[config.mk]
export PLATFORM = sky130hd
export DESIGN_NAME = sd_block_writer
export DESIGN_NICKNAME = d
export VERILOG_FILES = /design/src/rtl/sd_pkg.sv /design/src/rtl/spi_byte_engine.sv /design/src/rtl/sd_block_writer.sv
export SDC_FILE = /design/constraint.sdc
export NUM_CORES = 1
export LEC_CHECK = 0
export CORE_AREA = 5 5 97 99
export CTS_BUF_LIST = sky130_fd_sc_hd__clkbuf_2 sky130_fd_sc_hd__clkbuf_4 sky130_fd_sc_hd__clkbuf_8
export DETAILED_ROUTE_END_ITERATION = 10
export DIE_AREA = 0 0 102 104
export DONT_BUFFER_PORTS = 1
export GPL_ROUTABILITY_DRIVEN = 1
export PLACE_DENSITY = 0.89
export SYNTH_ARGS = -nofsm -noshare
export SYNTH_HDL_FRONTEND = slang
export SYNTH_SLANG_ARGS = --single-unit
[constraint.sdc]
create_clock -name clk -period 2.2 [get_ports clk]
set_input_delay 0.44 -clock clk [delete_from_list [all_inputs] [get_ports clk]]
set_output_delay 0.44 -clock clk [all_outputs]
set_load 0.05 [all_outputs]
[src/rtl/sd_pkg.sv]
// Shared SD-over-SPI constants, state and error encodings for the block writer
// and the SD controller.
package sd_pkg;
   localparam logic [5:0] CMD24_IDX    = 6'd24;
   localparam logic [7:0] CMD24_BYTE   = {2'b01, CMD24_IDX};
   localparam logic [7:0] START_TOKEN  = 8'hFE;
   localparam logic [7:0] FILL_BYTE    = 8'hFF;
   localparam logic [7:0] CMD_CRC_BYTE = 8'hFF;
   localparam logic [7:0] DRESP_MASK   = 8'h1F;
   localparam logic [7:0] DRESP_ACCEPT = 8'h05;
   localparam int BLOCK_BYTES  = 512;
   localparam int CMD_BYTES    = 6;
   localparam int R1_MAX_BYTES = 8;
   localparam int CRC_BYTES    = 2;

   typedef enum logic [3:0] {
      ST_IDLE, ST_CMD, ST_R1, ST_GAP, ST_TOKEN,
      ST_DATA, ST_CRC, ST_DRESP, ST_BUSYW, ST_DONE
   } sd_state_e;

   typedef enum logic [2:0] {
      ERR_OK           = 3'd0,
      ERR_R1_TIMEOUT   = 3'd1,
      ERR_R1_NONZERO   = 3'd2,
      ERR_DATA_REJECT  = 3'd3,
      ERR_BUSY_TIMEOUT = 3'd4
   } sd_err_e;

   // Byte idx of the six-byte CMD24 frame: index, 32-bit argument MSB-first, dummy CRC.
   function automatic logic [7:0] cmd_byte(input logic [2:0] idx, input logic [31:0] arg);
      case (idx)
         3'd0:    cmd_byte = CMD24_BYTE;
         3'd1:    cmd_byte = arg[31:24];
         3'd2:    cmd_byte = arg[23:16];
         3'd3:    cmd_byte = arg[15:8];
         3'd4:    cmd_byte = arg[7:0];
         default: cmd_byte = CMD_CRC_BYTE;
      endcase
   endfunction
endpackage

[src/rtl/spi_byte_engine.sv]
// SPI mode-0 byte shifter: SCLK divider plus one 8-bit full-duplex transfer per load strobe.
module spi_byte_engine #(
   parameter int CLK_DIV = 2
) (
   input  logic       clk,
   input  logic       reset_n,
   input  logic       load,
   input  logic [7:0] tx_byte,
   input  logic       miso,
   output logic       sclk,
   output logic       mosi,
   output logic       active,
   output logic       done,
   output logic [7:0] rx_byte
);
   localparam int DW = (CLK_DIV > 1) ? $clog2(CLK_DIV) : 1;
   localparam logic [DW-1:0] DIV_LAST = DW'(CLK_DIV - 1);

   logic [DW-1:0] div_cnt;
   logic [2:0]    bit_cnt;
   logic [7:0]    tx_sh;

   always_ff @(posedge clk or negedge reset_n) begin
      if (!reset_n) begin
         active  <= 1'b0;
         sclk    <= 1'b0;
         done    <= 1'b0;
         div_cnt <= '0;
         bit_cnt <= '0;
         tx_sh   <= 8'hFF;
         rx_byte <= '0;
      end else begin
         done <= 1'b0;
         if (!active) begin
            if (load) begin
               active  <= 1'b1;
               tx_sh   <= tx_byte;
               div_cnt <= '0;
               bit_cnt <= '0;
            end
         end else if (div_cnt != DIV_LAST) begin
            div_cnt <= div_cnt + DW'(1);
         end else begin
            div_cnt <= '0;
            sclk    <= ~sclk;
            if (!sclk) begin
               rx_byte <= {rx_byte[6:0], miso};
            end else begin
               // MOSI advances only after a falling edge; the final fall ends the byte.
               tx_sh   <= {tx_sh[6:0], 1'b1};
               bit_cnt <= bit_cnt + 3'd1;
               if (bit_cnt == 3'd7) begin
                  active <= 1'b0;
                  done   <= 1'b1;
               end
            end
         end
      end
   end

   assign mosi = active ? tx_sh[7] : 1'b1;
endmodule

[src/rtl/sd_block_writer.sv]
// Writes one 512-byte block to an SD card over SPI with CMD24, streaming the payload
// from a valid/ready byte interface and reporting the outcome in err_code.
module sd_block_writer import sd_pkg::*; #(
   parameter int CLK_DIV      = 2,
   parameter int BUSY_TIMEOUT = 65535
) (
   input  logic        clk,
   input  logic        reset_n,
   input  logic        start_write,
   input  logic [31:0] write_addr,
   input  logic [7:0]  data_in,
   input  logic        data_valid,
   output logic        data_ready,
   output logic        spi_cs,
   output logic        spi_mosi,
   input  logic        spi_miso,
   output logic        spi_sclk,
   output logic        busy,
   output logic        write_done,
   output logic        write_error,
   output logic [2:0]  err_code
);
   localparam int BW = (BUSY_TIMEOUT > 1) ? $clog2(BUSY_TIMEOUT + 1) : 1;

   sd_state_e   state, state_nxt;
   logic [9:0]  byte_cnt;
   logic [BW-1:0] busy_cnt;
   logic [31:0] addr_q;
   logic [2:0]  err_q;
   logic        eng_load, eng_active, eng_done;
   logic [7:0]  eng_tx, eng_rx;
   logic        byte_due, busy_last, dresp_ok;

   spi_byte_engine #(.CLK_DIV(CLK_DIV)) u_eng (
      .clk     (clk),
      .reset_n (reset_n),
      .load    (eng_load),
      .tx_byte (eng_tx),
      .miso    (spi_miso),
      .sclk    (spi_sclk),
      .mosi    (spi_mosi),
      .active  (eng_active),
      .done    (eng_done),
      .rx_byte (eng_rx)
   );

   assign busy_last = (busy_cnt == BW'(BUSY_TIMEOUT - 1));
   assign dresp_ok  = ((eng_rx & DRESP_MASK) == DRESP_ACCEPT);

   always_ff @(posedge clk or negedge reset_n) begin
      if (!reset_n) state <= ST_IDLE;
      else          state <= state_nxt;
   end

   always_comb begin
      state_nxt = state;
      case (state)
         ST_IDLE:  if (start_write) state_nxt = ST_CMD;
         ST_CMD:   if (eng_done && byte_cnt == 10'(CMD_BYTES - 1)) state_nxt = ST_R1;
         ST_R1:
            if (eng_done) begin
               if (!eng_rx[7])
                  state_nxt = (eng_rx == 8'h00) ? ST_GAP : ST_DONE;
               else if (byte_cnt == 10'(R1_MAX_BYTES - 1))
                  state_nxt = ST_DONE;
            end
         ST_GAP:   if (eng_done) state_nxt = ST_TOKEN;
         ST_TOKEN: if (eng_done) state_nxt = ST_DATA;
         ST_DATA:  if (eng_done && byte_cnt == 10'(BLOCK_BYTES - 1)) state_nxt = ST_CRC;
         ST_CRC:   if (eng_done && byte_cnt == 10'(CRC_BYTES - 1)) state_nxt = ST_DRESP;
         ST_DRESP: if (eng_done) state_nxt = dresp_ok ? ST_BUSYW : ST_DONE;
         ST_BUSYW: if (eng_done && (eng_rx != 8'h00 || busy_last)) state_nxt = ST_DONE;
         ST_DONE:  if (eng_done) state_nxt = ST_IDLE;
         default:  state_nxt = ST_IDLE;
      endcase
   end

   // A new byte is issued only once the engine is idle and the previous done has been consumed.
   always_comb begin
      byte_due   = !eng_active && !eng_done && (state != ST_IDLE);
      eng_tx     = FILL_BYTE;
      data_ready = 1'b0;
      case (state)
         ST_CMD:   eng_tx = cmd_byte(byte_cnt[2:0], addr_q);
         ST_TOKEN: eng_tx = START_TOKEN;
         ST_DATA: begin
            eng_tx     = data_in;
            data_ready = byte_due;
         end
         default:  eng_tx = FILL_BYTE;
      endcase
      eng_load = byte_due && ((state != ST_DATA) || data_valid);
      spi_cs   = (state == ST_IDLE) || (state == ST_DONE);
      busy     = (state != ST_IDLE);
   end

   always_ff @(posedge clk or negedge reset_n) begin
      if (!reset_n) begin
         byte_cnt    <= '0;
         busy_cnt    <= '0;
         addr_q      <= '0;
         err_q       <= ERR_OK;
         write_done  <= 1'b0;
         write_error <= 1'b0;
      end else begin
         write_done  <= 1'b0;
         write_error <= 1'b0;
         if (state == ST_IDLE && start_write) begin
            addr_q   <= write_addr;
            err_q    <= ERR_OK;
            byte_cnt <= '0;
            busy_cnt <= '0;
         end
         if (eng_done) begin
            case (state)
               ST_CMD:
                  byte_cnt <= (byte_cnt == 10'(CMD_BYTES - 1)) ? 10'd0 : byte_cnt + 10'd1;
               ST_R1:
                  if (!eng_rx[7]) begin
                     byte_cnt <= '0;
                     if (eng_rx != 8'h00) err_q <= ERR_R1_NONZERO;
                  end else if (byte_cnt == 10'(R1_MAX_BYTES - 1)) begin
                     err_q <= ERR_R1_TIMEOUT;
                  end else begin
                     byte_cnt <= byte_cnt + 10'd1;
                  end
               ST_DATA:
                  byte_cnt <= (byte_cnt == 10'(BLOCK_BYTES - 1)) ? 10'd0 : byte_cnt + 10'd1;
               ST_CRC:
                  byte_cnt <= (byte_cnt == 10'(CRC_BYTES - 1)) ? 10'd0 : byte_cnt + 10'd1;
               ST_DRESP: begin
                  busy_cnt <= '0;
                  if (!dresp_ok) err_q <= ERR_DATA_REJECT;
               end
               ST_BUSYW:
                  if (eng_rx == 8'h00) begin
                     if (busy_last) err_q <= ERR_BUSY_TIMEOUT;
                     else           busy_cnt <= busy_cnt + BW'(1);
                  end
               ST_DONE: begin
                  write_done  <= 1'b1;
                  write_error <= (err_q != ERR_OK);
               end
               default: ;
            endcase
         end
      end
   end

   assign err_code = err_q;
endmodule

== Yosys cells after proc, flatten, opt, wreduce, memory -nomap -nowiden ==
Cells that the tools add are included.
Storage, ports and cells
  flip-flop bits (word level): 90
  word-level logic and storage cells: 142
  output and inout port bits: 10
Operators by class
  eq/ne operators: 34
  bitwise gates (word level): 1
  mux-type cells: 65
  reductions and logical operators: 24
  $add $sub $neg: 4
Operators by type and width (number)
  2-to-1 mux 10 bit: 7
  2-to-1 mux 16 bit: 4
  2-to-1 mux 4 bit: 13
  case mux 10 bit (4 select lines): 1
  case mux 4 bit (10 select lines): 1
  case mux 8 bit (5 select lines): 1
  2-to-1 mux 3 bit: 12
  2-to-1 mux 8 bit: 4
  case mux 16 bit (2 select lines): 1
  case mux 8 bit (3 select lines): 1
  == test 10 x 3 -> 1 bit, second input constant: 2
  2-to-1 mux 1 bit: 19
  adder 16 x 1 -> 16 bit, second input constant: 1
  == test 16 bit, second input constant: 1
  == test 4 x 3 -> 1 bit, second input constant: 4
  inequality test 2 x 1 -> 1 bit, second input constant: 6
  inequality test 2 bit, second input constant: 6
  AND reduction 11 bit: 1
  adder 10 x 1 -> 10 bit, second input constant: 1
  == test 10 x 1 -> 1 bit, second input constant: 1
  == test 10 x 9 -> 1 bit, second input constant: 1
  case mux 3 bit (3 select lines): 1
  == test 4 x 2 -> 1 bit, second input constant: 2
  == test 4 bit, second input constant: 2
  22 further kinds: 35

== Longest topological paths before layout ==
Gate-level depths: netlist of the first run.
  depth in word-level cells: 7
  gate-level depth with buffers: 10
  gate-level depth less buffers: 8

== Cells and area by module ==
A second synthesis of the first run with hierarchy kept.
Unflattened totals
  cell total of the unflattened synthesis: 513
  area total of the unflattened synthesis: 5077.4 um^2
Modules (own cells, without submodules)
  sd_block_writer: seq. area each 1676.6 um^2, instances 1, area each 3966.3 um^2, cells each 428
  spi_byte_engine: seq. area each 585.6 um^2, instances 1, area each 1111.1 um^2, cells each 85

== Least setup slack after synthesis of the first run ==
Ideal clock, no wire load.
  kind: flip-flop to output port
  from: reg state[1]
  to: out spi_cs
  setup slack: -0.029 ns
  cell stages (with the launch flop): 6
  data arrival time: 1.789 ns
  cell sequence: dfrtp_1 > buf_4 > clkbuf_1 > nor2_1 > o21ai_0 > a21oi_1
On the way
  longest elaborated chain between the ends: 2
  elaborated cells on any way between the ends: 3
  those cells by class: eq/ne: 1; reduce/logical: 2
RTL lines
  start, declared: line sd_block_writer.sv:25  | sd_state_e state, state_nxt;
  start signal, assigned: line sd_block_writer.sv:52  | else state <= state_nxt;
  == test 4 bit / logical NOT 4 bit (equally long branches): line sd_block_writer.sv:93  | spi_cs = (state == ST_IDLE) || (state == ST_DONE);
  logical OR 1 bit *: line sd_block_writer.sv:93
  end, declared: line sd_block_writer.sv:14  | output logic spi_cs,
Every way passes the cells marked *; elsewhere a longest branch is shown, timed or not.

== Worst setup path in the final report of the first run ==
  from: reg state[2]
  to: reg state[0]
On the way
  longest elaborated chain between the ends: 3
  elaborated cells on any way between the ends: 23
  those cells by class: eq/ne: 20; mux: 1; reduce/logical: 2
RTL lines
  == test 4 x 2 -> 1 bit (tied with other cells): line sd_block_writer.sv:57  | case (state)
  inequality test 3 bit (no source line) (tied with other cells)
  AND reduction 11 bit (no source line)
Several ways; a longest one is shown, not always the timed one.
A chain may end at the register's enable or synchronous reset.

==> metrics, run 1 <==
first-iteration detailed-routing DRC count 364; CP Buf/Inv Count 2; Crit path max-delay family simple AND/OR/NAND/NOR gates; Synth Register Bits 90; Final Hold Viols 90; Sequential Power Share 50.7%; Critical Path AT 2.46 ns; most frequent cell after synthesis nand2_1; critical path depth 8; Total GRT Usage 23.4%; Critical Path, Cell by Cell buf_12 -> or2_2 -> a221oi_2 -> nor2_1 -> o211ai_2 -> buf_4 -> nor2_2 -> mux2_4; fraction of registers with async set/reset 100%; crit path max fanout 19; post-route minimum period 2.21 ns; Net Switching 1.36 mW; latest clock arrival within the worst-skew pair 0.36 ns; Critical Path Sink state[0]; Pwr Density 762 mW/mm^2; FMAX 452 MHz; result of the run finished with violations; Synth Warn # 0; CTS Buf Count 9; top cells by count, synth 136 x nand2_1, 82 x dfrtp_1, 36 x o21ai_0; Setup TNS -0.0101 ns; vias per std cell 6.46; Synth Area per Inst 9.07 um^2; I/O pins 55; Max Cap Viol 0; nets@finish 626; Starting Density 58.5%; Synth Net Count 600; first-pass GRT wire length 20.3 mm; CTS tree built; classification of the worst-slack hold path primary input to asynchronous set/reset pin; sequential cell area fraction in the yosys report 45.7%; DP Worst Slack -0.0682 ns; Post-Synthesis Cells 546; die footprint 0.0106 mm^2; share of layout cells above drive strength 1 20.3%; Max IR drop VDD 0.357 mV; Distinct cells, synth 75; Final GP Congestion 0.937; RR Startpoint state[2]; Worst-Margin Slew 0.565 ns; combinational share of power 21.9%; fin area 0.00555 mm^2; Worst-path clk slew 0.10 ns; GR Overflow Total 0; drt total wl 12.5 mm; Worst Hold Slack -0.239 ns; failing checks negative hold slack, negative setup slack; final setup margin -0.0101 ns; Std-Cell Rows 34; Die X 102 um; clock power share 27.5%; Sink Count 90; WS Path Type flip-flop to flip-flop; RSZ-0062 raised after global routing true; clk_skew 0.0148 ns; htree depth 3; # diodes 0; initial antenna violation count 0; cell taking the most area after synthesis dfrtp_1; area delta synth->final 12.2%; Critical Path RT 2.45 ns; Internal 2.87 mW; ANT nets after route 0; Crit. End Element flip-flop; Synth top area share 41.4%; port bufs 0; Synth area leaders dfrtp_1 41%, nand2_1 10%, dfstp_2 4.2%, o21ai_0 3.6%, nand3_1 2.5%; DRC viols 0; Clock Path Buffers 2; relative slew slack 62.4%; drt first pass iters 7; number of global-route vias before repair 4160; mapped cell area 0.00495 mm^2; drt wl/cell 18.2 um; Die Y 104 um; largest net degree at the start of global routing 91; # setup viols final 1; Tot Pwr 4.23 mW; post-layout util 65.6%; Max stage delay on crit path 0.42 ns; HPWL Detailed 8.59 mm; Sw Share 32.1%; Clock Root Buffer clkbuf_8; slowest CP cell dfrtp_1; placed inst area 0.00527 mm^2; Synth Flop Type dfrtp_1; fin crit share 100%; total number of vias 4425; leak pwr 2.51 nW; Reg2Reg Depth 8; Max Slew Vio Count 0; Crit Reg-Reg Endpoint state[0]; core footprint 0.00847 mm^2; number of flops mapped to enable cells by yosys 0; CP Launch Type flip-flop; Worst setup startpoint state[2]; flop-to-flop setup slack -0.01 ns
-- sequential cells by signal (all words and copies together) (netlist names), 3 cells and up --
signal,cells
addr_q,32
state,4
u_eng.tx_sh,8
u_eng.rx_byte,8
u_eng.bit_cnt,3
err_code,3
byte_cnt,10
busy_cnt,16
-- per-stage QoR --
step	hold slack, ns	cells
2_1_floorplan	0.144	546
3_3_place_gp	0.148	663
3_5_place_dp	0.147	663
4_1_cts	-0.251	679
5_1_grt	-0.262	685
6_report	-0.239	685
-- worst register-to-register path: cells and delay by family (launching register included) --
family                 cells  cell delay, ns
AOI/OAI and AO/OA          2            0.52
muxes                      1            0.29
buffers and inverters      2            0.34
DFF                        1            0.42
and+or+nand+nor            3            0.53
-- power by group through the flow --
stage	Clock, mW	Combinational (mW)	Sequential [mW]
CTS	1.18	0.913	2.14
detailed placement	0	0.902	2.17
finish	1.16	0.925	2.14
global placement	0	0.853	2.15
global route	1.26	1.02	2.17
floorplan	0	0.670	2.13
-- cells in the final DEF, fill, tap and decap left out, drive strengths merged, types with 4 or more instances in the layout --
master     n
a21oi     22
ha         9
a22oi      8
nor2b      4
nand2b     7
and3       9
clkbuf    10
nand4      8
o21ai     40
o211ai     6
dfrtp     82
nor3      10
inv       12
dfstp      8
o31ai      8
nor2      33
buf       44
a221oi     9
nor4       6
mux2       9
nand3b     4
o2111ai    5
nand3     27
nand2    136
a22o       4
or2        4
a221o      4
-- repair_timing --
action / CTS / global route
pin swaps: 1 / 2
setup endpoints to repair: 3 / 17
setup buffers: 0 / 6
hold endpoints to repair: 90 / 90
gates cloned: 0 / 0
gates resized for setup: 5 / 7
-- cells by family after synthesis --
group / synth area share [%]
AND/OR/NAND/NOR: 26.7
AO/OA/AOI/OAI: 19.5
flip-flops: 45.7
buffers and inverters: 3.41
multiplexers: 2.12
adder cells (fa/ha/maj): 2.27
XOR/XNOR: 0.354
-- final cells by class --
type | count | area, um^2
fillers | 634 | 2910
multi-input cells | 418 | 2560
flip-flops and latches | 90 | 2270
repair buffers | 44 | 359
well taps | 108 | 135
clock buffers | 10 | 131
clock inverters | 6 | 71.3
inverters | 9 | 33.8
-- worst min-delay path by stage --
stage / slack [ns] / to / start
CTS: -0.25 / u_eng.rx_byte[3] / reset_n
floorplan: 0.14 / addr_q[0] / reset_n
global placement: 0.15 / busy_cnt[6] / reset_n
finish: -0.24 / busy_cnt[6] / reset_n
global route: -0.26 / busy_cnt[6] / reset_n
detailed placement: 0.15 / busy_cnt[6] / reset_n
-- layer usage --
metal  wire length, um  global-route usage, %
met3              1110                   4.63
met5                 0                      0
met1              5090                   32.4
met2              6040                   36.8
met4               221                   7.59
No activity file was read; power rests on OpenSTA's default activity.
==> run 2, diff against run 1 <==
- PLACE_DENSITY: 0.89 -> 0.84
==> metrics, run 2 (same netlist as run 1, synthesis figures left out) <==
result of the run finished with violations (unchanged); failing checks negative hold slack, negative setup slack (unchanged); flop-to-flop setup slack -0.02 ns (was -0.01 ns); latest clock arrival within the worst-skew pair 0.38 ns (was 0.36 ns); Worst-path clk slew 0.11 ns (was 0.10 ns); Max stage delay on crit path 0.57 ns (was 0.42 ns); Max Slew Vio Count 0 (unchanged); crit path max fanout 5 (was 19); Clock Root Buffer clkbuf_8 (unchanged); slowest CP cell or4_4 (was dfrtp_1); Setup TNS -0.0227 ns (was -0.0101 ns); die footprint 0.0106 mm^2 (unchanged); clk_skew 0.0199 ns (was 0.0148 ns); HPWL Detailed 8.68 mm (was 8.59 mm); CTS Buf Count 9 (unchanged); classification of the worst-slack hold path primary input to asynchronous set/reset pin (unchanged); max reg flops 32 (unchanged); drt first pass iters 5 (was 7); multi-input logic area 0.00258 mm^2 (was 0.00256 mm^2); # diodes 0 (unchanged); CTS tree built (unchanged); post-route minimum period 2.22 ns (was 2.21 ns); drt wl/cell 18.2 um (about the same); total number of vias 4392 (was 4425); htree depth 3 (unchanged); drt total wl 12.5 mm (about the same); largest register by flop count addr_q (unchanged); GR Overflow Total 0 (unchanged); Final Hold Viols 90 (unchanged); WS Path Type flip-flop to flip-flop (unchanged); initial antenna violation count 0 (unchanged); register area 0.00227 mm^2 (about the same); DRC viols 0 (unchanged); I/O pins 55 (unchanged); Clock Path Buffers 2 (unchanged); Critical Path RT 2.46 ns (was 2.45 ns); FMAX 450 MHz (was 452 MHz); RSZ-0062 raised after global routing true (unchanged); Crit. End Element flip-flop (unchanged); Worst Hold Slack -0.256 ns (was -0.239 ns); Std-Cell Rows 34 (unchanged); Worst-Margin Slew 0.545 ns (was 0.565 ns); largest net degree at the start of global routing 91 (unchanged); post-layout util 65.7% (was 65.6%); CP Launch Type flip-flop (unchanged); # setup viols final 1 (unchanged); Die X 102 um (unchanged); relative slew slack 63.7% (was 62.4%); CP Buf/Inv Count 1 (was 2); first-pass GRT wire length 20.3 mm (about the same); Filler cells 653 (was 634); Max Cap Viol 0 (unchanged); core footprint 0.00847 mm^2 (unchanged); first-iteration detailed-routing DRC count 303 (was 364); nets@finish 628 (was 626); share of layout cells above drive strength 1 21.4% (was 20.3%); leak pwr 2.51 nW (about the same); Reg2Reg Depth 8 (unchanged); ANT nets after route 0 (unchanged); Total GRT Usage 23.5% (was 23.4%); fin crit share 101% (was 100%); Final GP Congestion 0.954 (was 0.937); Pwr Density 744 mW/mm^2 (was 762 mW/mm^2); port bufs 0 (unchanged); number of global-route vias before repair 4236 (was 4160); top flop regs addr_q x32, busy_cnt x16, byte_cnt x10 (unchanged); Critical Path, Cell by Cell inv_1 -> ha_1 -> nand4_1 -> or4_4 -> a31oi_4 -> a211oi_2 -> nor2_2 -> mux2_4 (was buf_12 -> or2_2 -> a221oi_2 -> nor2_1 -> o211ai_2 -> buf_4 -> nor2_2 -> mux2_4); area delta synth->final 12.3% (was 12.2%); Sink Count 90 (unchanged); Die Y 104 um (unchanged); vias per std cell 6.39 (was 6.46); Starting Density 58.5% (unchanged); DP Worst Slack -0.0755 ns (was -0.0682 ns); final setup margin -0.0227 ns (was -0.0101 ns); Crit path max-delay family simple AND/OR/NAND/NOR gates (unchanged); Crit Reg-Reg Endpoint state[0] (unchanged); Post-Layout Cell Count 687 (was 685); Inst Count DP 661 (was 663); commonest cells after routing, fill and taps aside 136 x nand2_1, 78 x dfrtp_1, 43 x buf_4, 35 x o21ai_0, 30 x nor2_1 (was 136 x nand2_1, 79 x dfrtp_1, 41 x buf_4, 36 x o21ai_0, 31 x nor2_1); RR Startpoint busy_cnt[0] (was state[2]); Max IR drop VDD 0.356 mV (was 0.357 mV); Critical Path AT 2.48 ns (was 2.46 ns); most common cell after layout, fill and taps aside nand2_1 (unchanged)
==> run 2: per-stage QoR <==
stage	cell area, um^2	power (mW)
detailed placement	5240	3.06
global route	5560	4.38
global placement	5240	2.98
CTS	5440	4.13
floorplan	4950	2.80
finish	5560	4.14
==> run 2: area by class of cell <==
type                            instances  share of cell area [%]
Multi-Input combinational cell        418                    46.4
Inverter                                9                   0.608
Clock buffer                            9                    2.23
Timing Repair Buffer                   46                    6.39
Clock inverter                          7                    1.13
Sequential cell                        90                    40.8
Tap cell                              108                    2.43
==> run 2: layer usage <==
layer | part of all wire [%] | up-vias | GRT usage (%) | wire length [um]
met5 | 0 | - | 0 | 0
met4 | 3.0 | 0 | 9.47 | 371
met3 | 7.9 | 38 | 5.10 | 982
met2 | 49 | 222 | 36.4 | 6070
met1 | 41 | 2096 | 31.7 | 5070
li1 | - | 2036 | - | -
==> run 2: repair_timing <==
item                       in CTS  in global routing
pin swaps                       1                  4
hold endpoints to repair       90                 90
setup buffers                   0                 10
setup endpoints to repair       7                 14
gates resized for setup         5                 13
==> run 2: worst register-to-register path, stage by stage, from the launching register on <==
cell	delay, ns
dfrtp_1	0.39
inv_1	0.06
ha_1	0.16
nand4_1	0.11
or4_4	0.57
a31oi_4	0.23
a211oi_2	0.11
nor2_2	0.16
mux2_4	0.31
==> run 2: worst max path at each step <==
stage                     start             end  slack (ns)  cells past startpoint
CTS                 busy_cnt[0]        state[0]       0.006                      8
detailed placement  byte_cnt[0]  u_eng.tx_sh[3]       -0.08                      8
finish              busy_cnt[0]        state[0]       -0.02                      8
global route        busy_cnt[0]        state[0]        -0.1                      8
global placement    byte_cnt[0]  u_eng.tx_sh[5]        0.07                      8
floorplan           busy_cnt[0]        state[0]        0.15                      8
==> run 2: report_power, final <==
group | internal (mW) | leakage (nW) | switching (mW) | total [mW]
combinational | 0.399 | 1.34 | 0.522 | 0.921
clock | 0.427 | 0.0890 | 0.642 | 1.07
sequential | 1.92 | 1.08 | 0.223 | 2.15
total | 2.75 | 2.51 | 1.39 | 4.14
